===== src/rtl/excess3_pkg.sv =====
// Shared constants and FSM encoding for the Excess-3 decode path.
package excess3_pkg;

  localparam logic [3:0] E3_OFFSET   = 4'd3;
  localparam logic [3:0] E3_MIN      = 4'd3;
  localparam logic [3:0] E3_MAX      = 4'd12;
  localparam logic [3:0] BCD_ILLEGAL = 4'hF;

  typedef enum logic {
    COLLECT = 1'b0,
    HOLD    = 1'b1
  } state_t;

endpackage


===== src/rtl/excess3_digit_decode.sv =====
// Combinational Excess-3 to BCD digit decoder; illegal codes map to 4'hF.
module excess3_digit_decode
  import excess3_pkg::*;
(
  input  logic [3:0] code,
  output logic [3:0] bcd,
  output logic       illegal
);

  assign illegal = (code < E3_MIN) || (code > E3_MAX);
  assign bcd     = illegal ? BCD_ILLEGAL : (code - E3_OFFSET);

endmodule


===== src/rtl/excess3_to_bcd_packer.sv =====
// Packs a serial Excess-3 digit stream (MSD first) into DIGITS-wide BCD words.
//
//   state   | meaning
//   --------+-----------------------------------------------------------
//   COLLECT | accepting digits, shifting decoded nibbles into out_word
//   HOLD    | word complete, out_valid high until downstream takes it
module excess3_to_bcd_packer
  import excess3_pkg::*;
#(
  parameter int DIGITS = 4
) (
  input  logic                               clk,
  input  logic                               rst_n,
  input  logic                               flush,
  input  logic [3:0]                         in_digit,
  input  logic                               in_valid,
  output logic                               in_ready,
  output logic [4*DIGITS-1:0]                out_word,
  output logic                               out_err,
  output logic                               out_valid,
  input  logic                               out_ready,
  output logic [((DIGITS == 8) ? 4 : 3)-1:0] digit_count
);

  localparam int CW = (DIGITS == 8) ? 4 : 3;
  localparam int WW = 4 * DIGITS;

  state_t          state;
  state_t          state_nx;
  logic [WW-1:0]   word_nx;
  logic            err_nx;
  logic [CW-1:0]   count_nx;
  logic [3:0]      bcd;
  logic            illegal;

  excess3_digit_decode u_decode (
    .code    (in_digit),
    .bcd     (bcd),
    .illegal (illegal)
  );

  assign in_ready  = (state == COLLECT) && !flush;
  assign out_valid = (state == HOLD);

  always_ff @(posedge clk or negedge rst_n) begin
    if (!rst_n) begin
      state       <= COLLECT;
      out_word    <= '0;
      out_err     <= 1'b0;
      digit_count <= '0;
    end else begin
      state       <= state_nx;
      out_word    <= word_nx;
      out_err     <= err_nx;
      digit_count <= count_nx;
    end
  end

  always_comb begin
    state_nx = state;
    word_nx  = out_word;
    err_nx   = out_err;
    count_nx = digit_count;
    case (state)
      COLLECT: begin
        if (flush) begin
          word_nx  = '0;
          err_nx   = 1'b0;
          count_nx = '0;
        end else if (in_valid) begin
          word_nx      = out_word << 4;
          word_nx[3:0] = bcd;
          err_nx       = out_err | illegal;
          if (digit_count == CW'(DIGITS - 1)) begin
            count_nx = '0;
            state_nx = HOLD;
          end else begin
            count_nx = digit_count + CW'(1);
          end
        end
      end
      HOLD: begin
        // flush is deliberately ignored here so a finished word is never lost
        if (out_ready) begin
          state_nx = COLLECT;
          word_nx  = '0;
          err_nx   = 1'b0;
        end
      end
      default: state_nx = COLLECT;
    endcase
  end

endmodule


===== config.mk =====
export PLATFORM = sky130hd
export DESIGN_NAME = excess3_to_bcd_packer
export DESIGN_NICKNAME = d
export VERILOG_FILES = /design/src/rtl/excess3_pkg.sv /design/src/rtl/excess3_digit_decode.sv /design/src/rtl/excess3_to_bcd_packer.sv
export SDC_FILE = /design/constraint.sdc
export NUM_CORES = 1
export LEC_CHECK = 0
export CAP_MARGIN = 20
export CORE_MARGIN = 10
export CORE_UTILIZATION = 35
export DETAILED_ROUTE_END_ITERATION = 8
export DONT_BUFFER_PORTS = 1
export GPL_ROUTABILITY_DRIVEN = 1
export GPL_TIMING_DRIVEN = 0
export SLEW_MARGIN = 0
export SYNTH_ARGS = -nofsm -noshare
export SYNTH_HDL_FRONTEND = slang
export SYNTH_SLANG_ARGS = --single-unit

===== constraint.sdc =====
create_clock -name clk -period 2.55 [get_ports clk]
set_clock_uncertainty 0.05 [all_clocks]
set_input_delay 0.51 -clock clk [delete_from_list [all_inputs] [get_ports clk]]
set_output_delay 0.51 -clock clk [all_outputs]
set_load 0.05 [all_outputs]

==> results.json, run 1 <==
{
  "fin_area_um2": 1030,
  "sequentialPowerShare_pct": 64.8,
  "grt.total_usage_pct": 8.11,
  "drc_errors": 0,
  "cts.repair.resized": 0,
  "clock_tree_from_tritoncts": "yes",
  "synth_cell_type_count": 22,
  "leakagePower_nw": 0.488,
  "io_pins": 31,
  "proportion_of_power_drawn_by_the_clock_network_pct": 25.1,
  "synth_cells": 78,
  "dp_hpwl_um": 1590,
  "clock-sinks": 21,
  "critPathLaunchType": "flop",
  "maxcap_viol_count": 0,
  "global_route_wire_length_before_repair_um": 3330,
  "ant_nets": 0,
  "post_detailed_route_wirelength_per_cell_um": 18.7,
  "dpl_cell_area_um2": 998,
  "placement.io_buffers": 0,
  "register_area_um2": 526,
  "fillCellCount": 240,
  "yosys_register_bits": 21,
  "ff2ff_path_depth": 5,
  "core_area_um2": 2540,
  "antenna-diode-count": 0,
  "die_area_um2": 5240,
  "power_density_nw_per_um2": 616,
  "peakVddDrop_uv": 282,
  "cpLargestDelayFamily": "flip-flops",
  "gp_congestion": 0.725,
  "floorplan.initialDensity_pct": 37.8,
  "cts.path.max_buffers": 2,
  "switching_power_uw": 202,
  "post_synth.cell_area_avg_um2": 12.3,
  "gr-total-overflow": 0,
  "path_cells": "nor2_2",
  "multi_input_area_um2": 372,
  "result_of_the_run": "completed",
  "ys_seq_area_share_pct": 54.7,
  "worst_ep_required_time_ns": 1.99,
  "swShare_pct": 31.6,
  "vias_in_the_first_global_route": 637,
  "final.setup.worst_slack_ns": 0.413,
  "worstPathBufferInverterCount": 0,
  "hold_path_class": "primary input to flop",
  "critPathCapture": "in_ready",
  "worst_ep_arrival_time_ns": 1.58,
  "final_setup_fails": 0,
  "slowest_stage": "dfrtp_1",
  "timing.hold.ws_ns": 0.317,
  "setup-tns-final_ns": 0,
  "die_w_um": 72.4,
  "drive_above_1_share_pct": 10.8,
  "criticalPathCategory": "flop to output pin",
  "fin_nets": 96,
  "htreeDepth": 1,
  "cts.repair_timing.setup_buffer_count": 0,
  "pwr-share-comb_pct": 10.1,
  "r2r_setup_slack_ns": 0.52,
  "num_vias": 649,
  "worstSetupStartpoint": "out_valid",
  "worst_path_largest_cell_delay_ns": 0.66,
  "die-height_um": 72.4,
  "timing.final.max_slew_violations": 0,
  "placementRows": 18,
  "cts_inserted_buffers": 3,
  "critPathMaxFanout": 9,
  "clock.fmax_ghz": 0.468,
  "via_per_inst": 5.74,
  "grt_max_degree": 22,
  "worst_setup_hold_path_clk_slew_ns": 0.10,
  "detail_route.wirelength_um": 2110,
  "post-route-period-util_pct": 83.8,
  "crit-reg2reg-launch": "out_valid",
  "grt_antenna_before_repair": 0,
  "worst-slew-pin-transition_ns": 0.930,
  "end_kind": "output pin",
  "drt-pass1-iter-count": 4,
  "rsz0062_at_grt": "no",
  "timing.max_slew.rel_slack_pct": 37.8,
  "internal_power_uw": 436,
  "place_worst_setup_slack_ns": 0.516,
  "synthToLayoutAreaGrowth_pct": 7.68,
  "yosysWarnings": 0,
  "path_depth": 1,
  "clockRootBuffer": "clkbuf_4",
  "postSynthNetCount": 90,
  "min_period_ns": 2.14,
  "worst_skew_pair.late_latency_ns": 0.31,
  "hold_viol": 0,
  "detailedRoute.firstIterationViolations": 33,
  "synth_area_um2": 961,
  "worst_r2r_endpoint": "out_word[2]"
}
-- sequential cells by signal, indices dropped and copies added, names as in the netlist --
register and count:
out_word 16, out_valid 1, digit_count 3, out_err 1
-- cell type report --
class | count | share of cell area [%]
sequential | 21 | 50.8
inverter | 5 | 1.81
clock buffer | 4 | 2.54
buffer | 4 | 4.35
multi-input combinational | 48 | 35.9
timing repair buffer | 1 | 0.967
tap | 30 | 3.63
-- synthesized netlist by cell type, drive strengths merged --
| library cell | instances | share of area [%] |
|---|---|---|
| nand3b | 2 | 1.6 |
| buf | 4 | 4.7 |
| o21a | 1 | 0.78 |
| nand2b | 4 | 2.6 |
| a32o | 2 | 2.1 |
| a211o | 1 | 0.91 |
| a21oi | 2 | 1.0 |
| nor3b | 1 | 0.78 |
| a22o | 15 | 14 |
| ha | 3 | 3.9 |
| nand2 | 3 | 1.2 |
| dfrtp | 21 | 55 |
| o31ai | 3 | 2.9 |
| and4b | 1 | 1.0 |
| o311ai | 2 | 1.8 |
| inv | 5 | 2.0 |
| o21ai | 4 | 2.1 |
| nor2 | 2 | 1.0 |
| and2 | 1 | 0.65 |
| a31oi | 1 | 0.65 |
-- layer usage --
metal,GRT usage [%],routed length [um],vias up
met4,6.33,62,0
met5,0,0,-
met1,8.87,868,323
met3,3.27,183,4
met2,12.2,999,19
li1,-,-,303
-- worst min-delay path by stage --
stage | to | depth (start not counted) | slack, ns | from
after floorplan | digit_count[0] | 0 | 0.16 | rst_n
after global placement | digit_count[0] | 0 | 0.17 | rst_n
after detailed placement | digit_count[0] | 0 | 0.17 | rst_n
after CTS | out_valid | 2 | 0.30 | in_valid
after global routing | out_valid | 2 | 0.30 | in_valid
final | out_valid | 2 | 0.32 | in_valid
-- placed cells by master, fill, tap and decap left out, drive strengths merged --
master        n
ha            3
o311ai        2
a32o          2
a21oi         2
o31ai         3
a211o         1
nand3b        2
nor2          2
nand2         3
o21ai         4
nor3b         1
a22o         15
buf           4
o21a          1
nand2b        4
dlygate4sd3   1
clkbuf        4
and4b         1
a31oi         1
and2          1
dfrtp        21
inv           5
-- logic make-up (layout without fill, tap and decap cells) --
group	count (synthesis)	in the layout	share of synthesized area, %
buf+inv	9	14	6.64
flops	21	21	54.7
fa+ha+maj	3	3	3.91
compound gates	31	31	25.9
simple gates	14	14	8.85
-- repair_timing --
action,CTS,global route
hold endpoints to repair,21,0
hold buffers,1,0
setup endpoints to repair,0,0
-- power by group through the flow --
stage	Clock [mW]	Sequential, mW	Combinational, mW
after floorplan	0	0.415	0.0492
after global placement	0	0.421	0.0561
after detailed placement	0	0.421	0.0582
after CTS	0.165	0.415	0.0659
after global routing	0.179	0.416	0.0733
final	0.160	0.413	0.0645
-- per-stage QoR --
step	cells	power, mW	util, %
3_3_place_gp	108	0.477	39.2
3_5_place_dp	108	0.479	39.2
5_1_grt	113	0.669	40.7
4_1_cts	113	0.646	40.7
2_1_floorplan	78	0.464	-
6_report	113	0.638	40.7
No activity file was read; power rests on OpenSTA's default activity.
==> run 2: changes to the inputs <==
clock period = 1.9 ns   (was 2.55 ns; I/O delays follow)
==> run 2 against run 1 <==
Against the previous run:
- power is 34% higher
- clock power grew 31%
- design area up 0.60%
- critical path depth unchanged
- flip-flop and latch count stayed put
- sequential power is 34% higher
- non-clock buffer count unchanged
- sequential share of layout area decreased by 0.19 points
- combinational power is 35% higher
- clock-buffer cell count unchanged
- die area stayed put
- wire length fell by 1.7%
- critical path type unchanged
- largest cell class unchanged
==> results.json, run 2 (same netlist as run 1, synthesis figures left out) <==
{
  "result_of_the_run": "completed",
  "final.setup.worst_slack_ns": 0.222,
  "vias_in_the_first_global_route": 637,
  "global_route_wire_length_before_repair_um": 3350,
  "grt.total_usage_pct": 8.14,
  "clock_tree_from_tritoncts": "yes",
  "ant_nets": 0,
  "critPathLaunchType": "flop",
  "io_pins": 31,
  "critPathMaxFanout": 9,
  "drt-pass1-iter-count": 4,
  "gp_congestion": 0.725,
  "rsz0062_at_grt": "no",
  "num_vias": 644,
  "core_area_um2": 2540,
  "fin_nets": 96,
  "clock-sinks": 21,
  "path_cells": "nor2_4",
  "place_inst": 108,
  "clock.fmax_ghz": 0.596,
  "peakVddDrop_uv": 369,
  "gr-total-overflow": 0,
  "worst_ep_arrival_time_ns": 1.25,
  "layout_commonest_cell": "dfrtp_1",
  "die-height_um": 72.4,
  "htreeDepth": 1,
  "dp_hpwl_um": 1590,
  "number_of_standard_cells_in_the_final_layout_excluding_fillers": 113,
  "final_setup_fails": 0,
  "p_total_uw": 852,
  "timing.final.max_slew_violations": 0,
  "cts_inserted_buffers": 3,
  "hold_viol": 0,
  "end_kind": "output pin",
  "detail_route.wirelength_um": 2080,
  "grt_max_degree": 22,
  "clockRootBuffer": "clkbuf_4",
  "die_w_um": 72.4,
  "placement.io_buffers": 0,
  "hold_path_class": "primary input to flop",
  "leakagePower_nw": 0.487,
  "slowest_stage": "dfrtp_2",
  "worstPathBufferInverterCount": 0,
  "multi_input_area_um2": 377,
  "timing.hold.ws_ns": 0.176,
  "largest_reg_flops": 16,
  "postLayoutCoreUtil_pct": 40.9,
  "register_area_um2": 527,
  "criticalPathCategory": "flop to output pin",
  "worst_path_largest_cell_delay_ns": 0.58,
  "worst_setup_hold_path_clk_slew_ns": 0.11,
  "dpl_cell_area_um2": 998,
  "worst-slew-pin-transition_ns": 0.937,
  "worst_skew_pair.late_latency_ns": 0.30,
  "fin_area_um2": 1040,
  "placementRows": 18,
  "power_density_nw_per_um2": 818,
  "cpLargestDelayFamily": "flip-flops",
  "post_detailed_route_wirelength_per_cell_um": 18.4,
  "top_register": "out_word",
  "timing.max_slew.rel_slack_pct": 37.3,
  "top_regs": "out_word: 16 flops, digit_count: 3 flops",
  "setup-tns-final_ns": 0,
  "die_area_um2": 5240,
  "antenna-diode-count": 0,
  "drive_above_1_share_pct": 12.0,
  "drc_errors": 0,
  "maxcap_viol_count": 0,
  "fillCellCount": 239,
  "cts.path.max_buffers": 2,
  "layout.cells.most_common_list": "dfrtp_1, a22o_1, inv_1",
  "min_period_ns": 1.68,
  "detailedRoute.firstIterationViolations": 34,
  "grt_antenna_before_repair": 0,
  "post-route-period-util_pct": 88.3,
  "worst_ep_required_time_ns": 1.47,
  "via_per_inst": 5.70,
  "cts.repair_timing.setup_buffer_count": 0,
  "synthToLayoutAreaGrowth_pct": 8.33,
  "place_worst_setup_slack_ns": -0.134,
  "floorplan.initialDensity_pct": 37.8
}
-- run 2: worst paths after layout --
| path | from | endpoint | slack [ns] | cells after the start |
|---|---|---|---|---|
| hold / removal | in_valid | out_valid | 0.18 | 2 |
| max in group asynchronous | rst_n | out_valid | 0.57 | 1 |
| setup / recovery | out_valid | in_ready | 0.22 | 1 |
| min in group asynchronous | rst_n | out_word[9] | 0.61 | 1 |
| hold reg to reg | digit_count[2] | digit_count[2] | 0.77 | 1 |
| setup reg to reg | out_valid | out_word[2] | 0.22 | 5 |
-- run 2: final cells by class --
cell class | instances | area share, %
Inverter | 5 | 1.80
Tap cell | 30 | 3.61
Multi-Input combinational cell | 48 | 36.2
Buffer | 4 | 4.33
Timing Repair Buffer | 1 | 0.962
Sequential cell | 21 | 50.6
Clock buffer | 4 | 2.52
-- run 2: what timing repair did --
item	CTS	global route
hold endpoints to repair	21	0
setup endpoints to repair	17	0
resized for setup	2	0
hold buffers	1	0
-- run 2: report_power, final --
part / internal (mW) / switching (mW) / total, mW
sequential: 0.464 / 0.0909 / 0.555
clock: 0.0819 / 0.127 / 0.209
combinational: 0.0396 / 0.0477 / 0.0873
-- run 2: routing by layer --
layer | GRT usage (%) | vias to the layer above | share of wire, %
met5 | 0 | - | 0
met4 | 6.33 | 0 | 2.8
met3 | 3.27 | 4 | 8.6
met2 | 12.2 | 19 | 47
met1 | 8.95 | 320 | 42
li1 | - | 301 | -
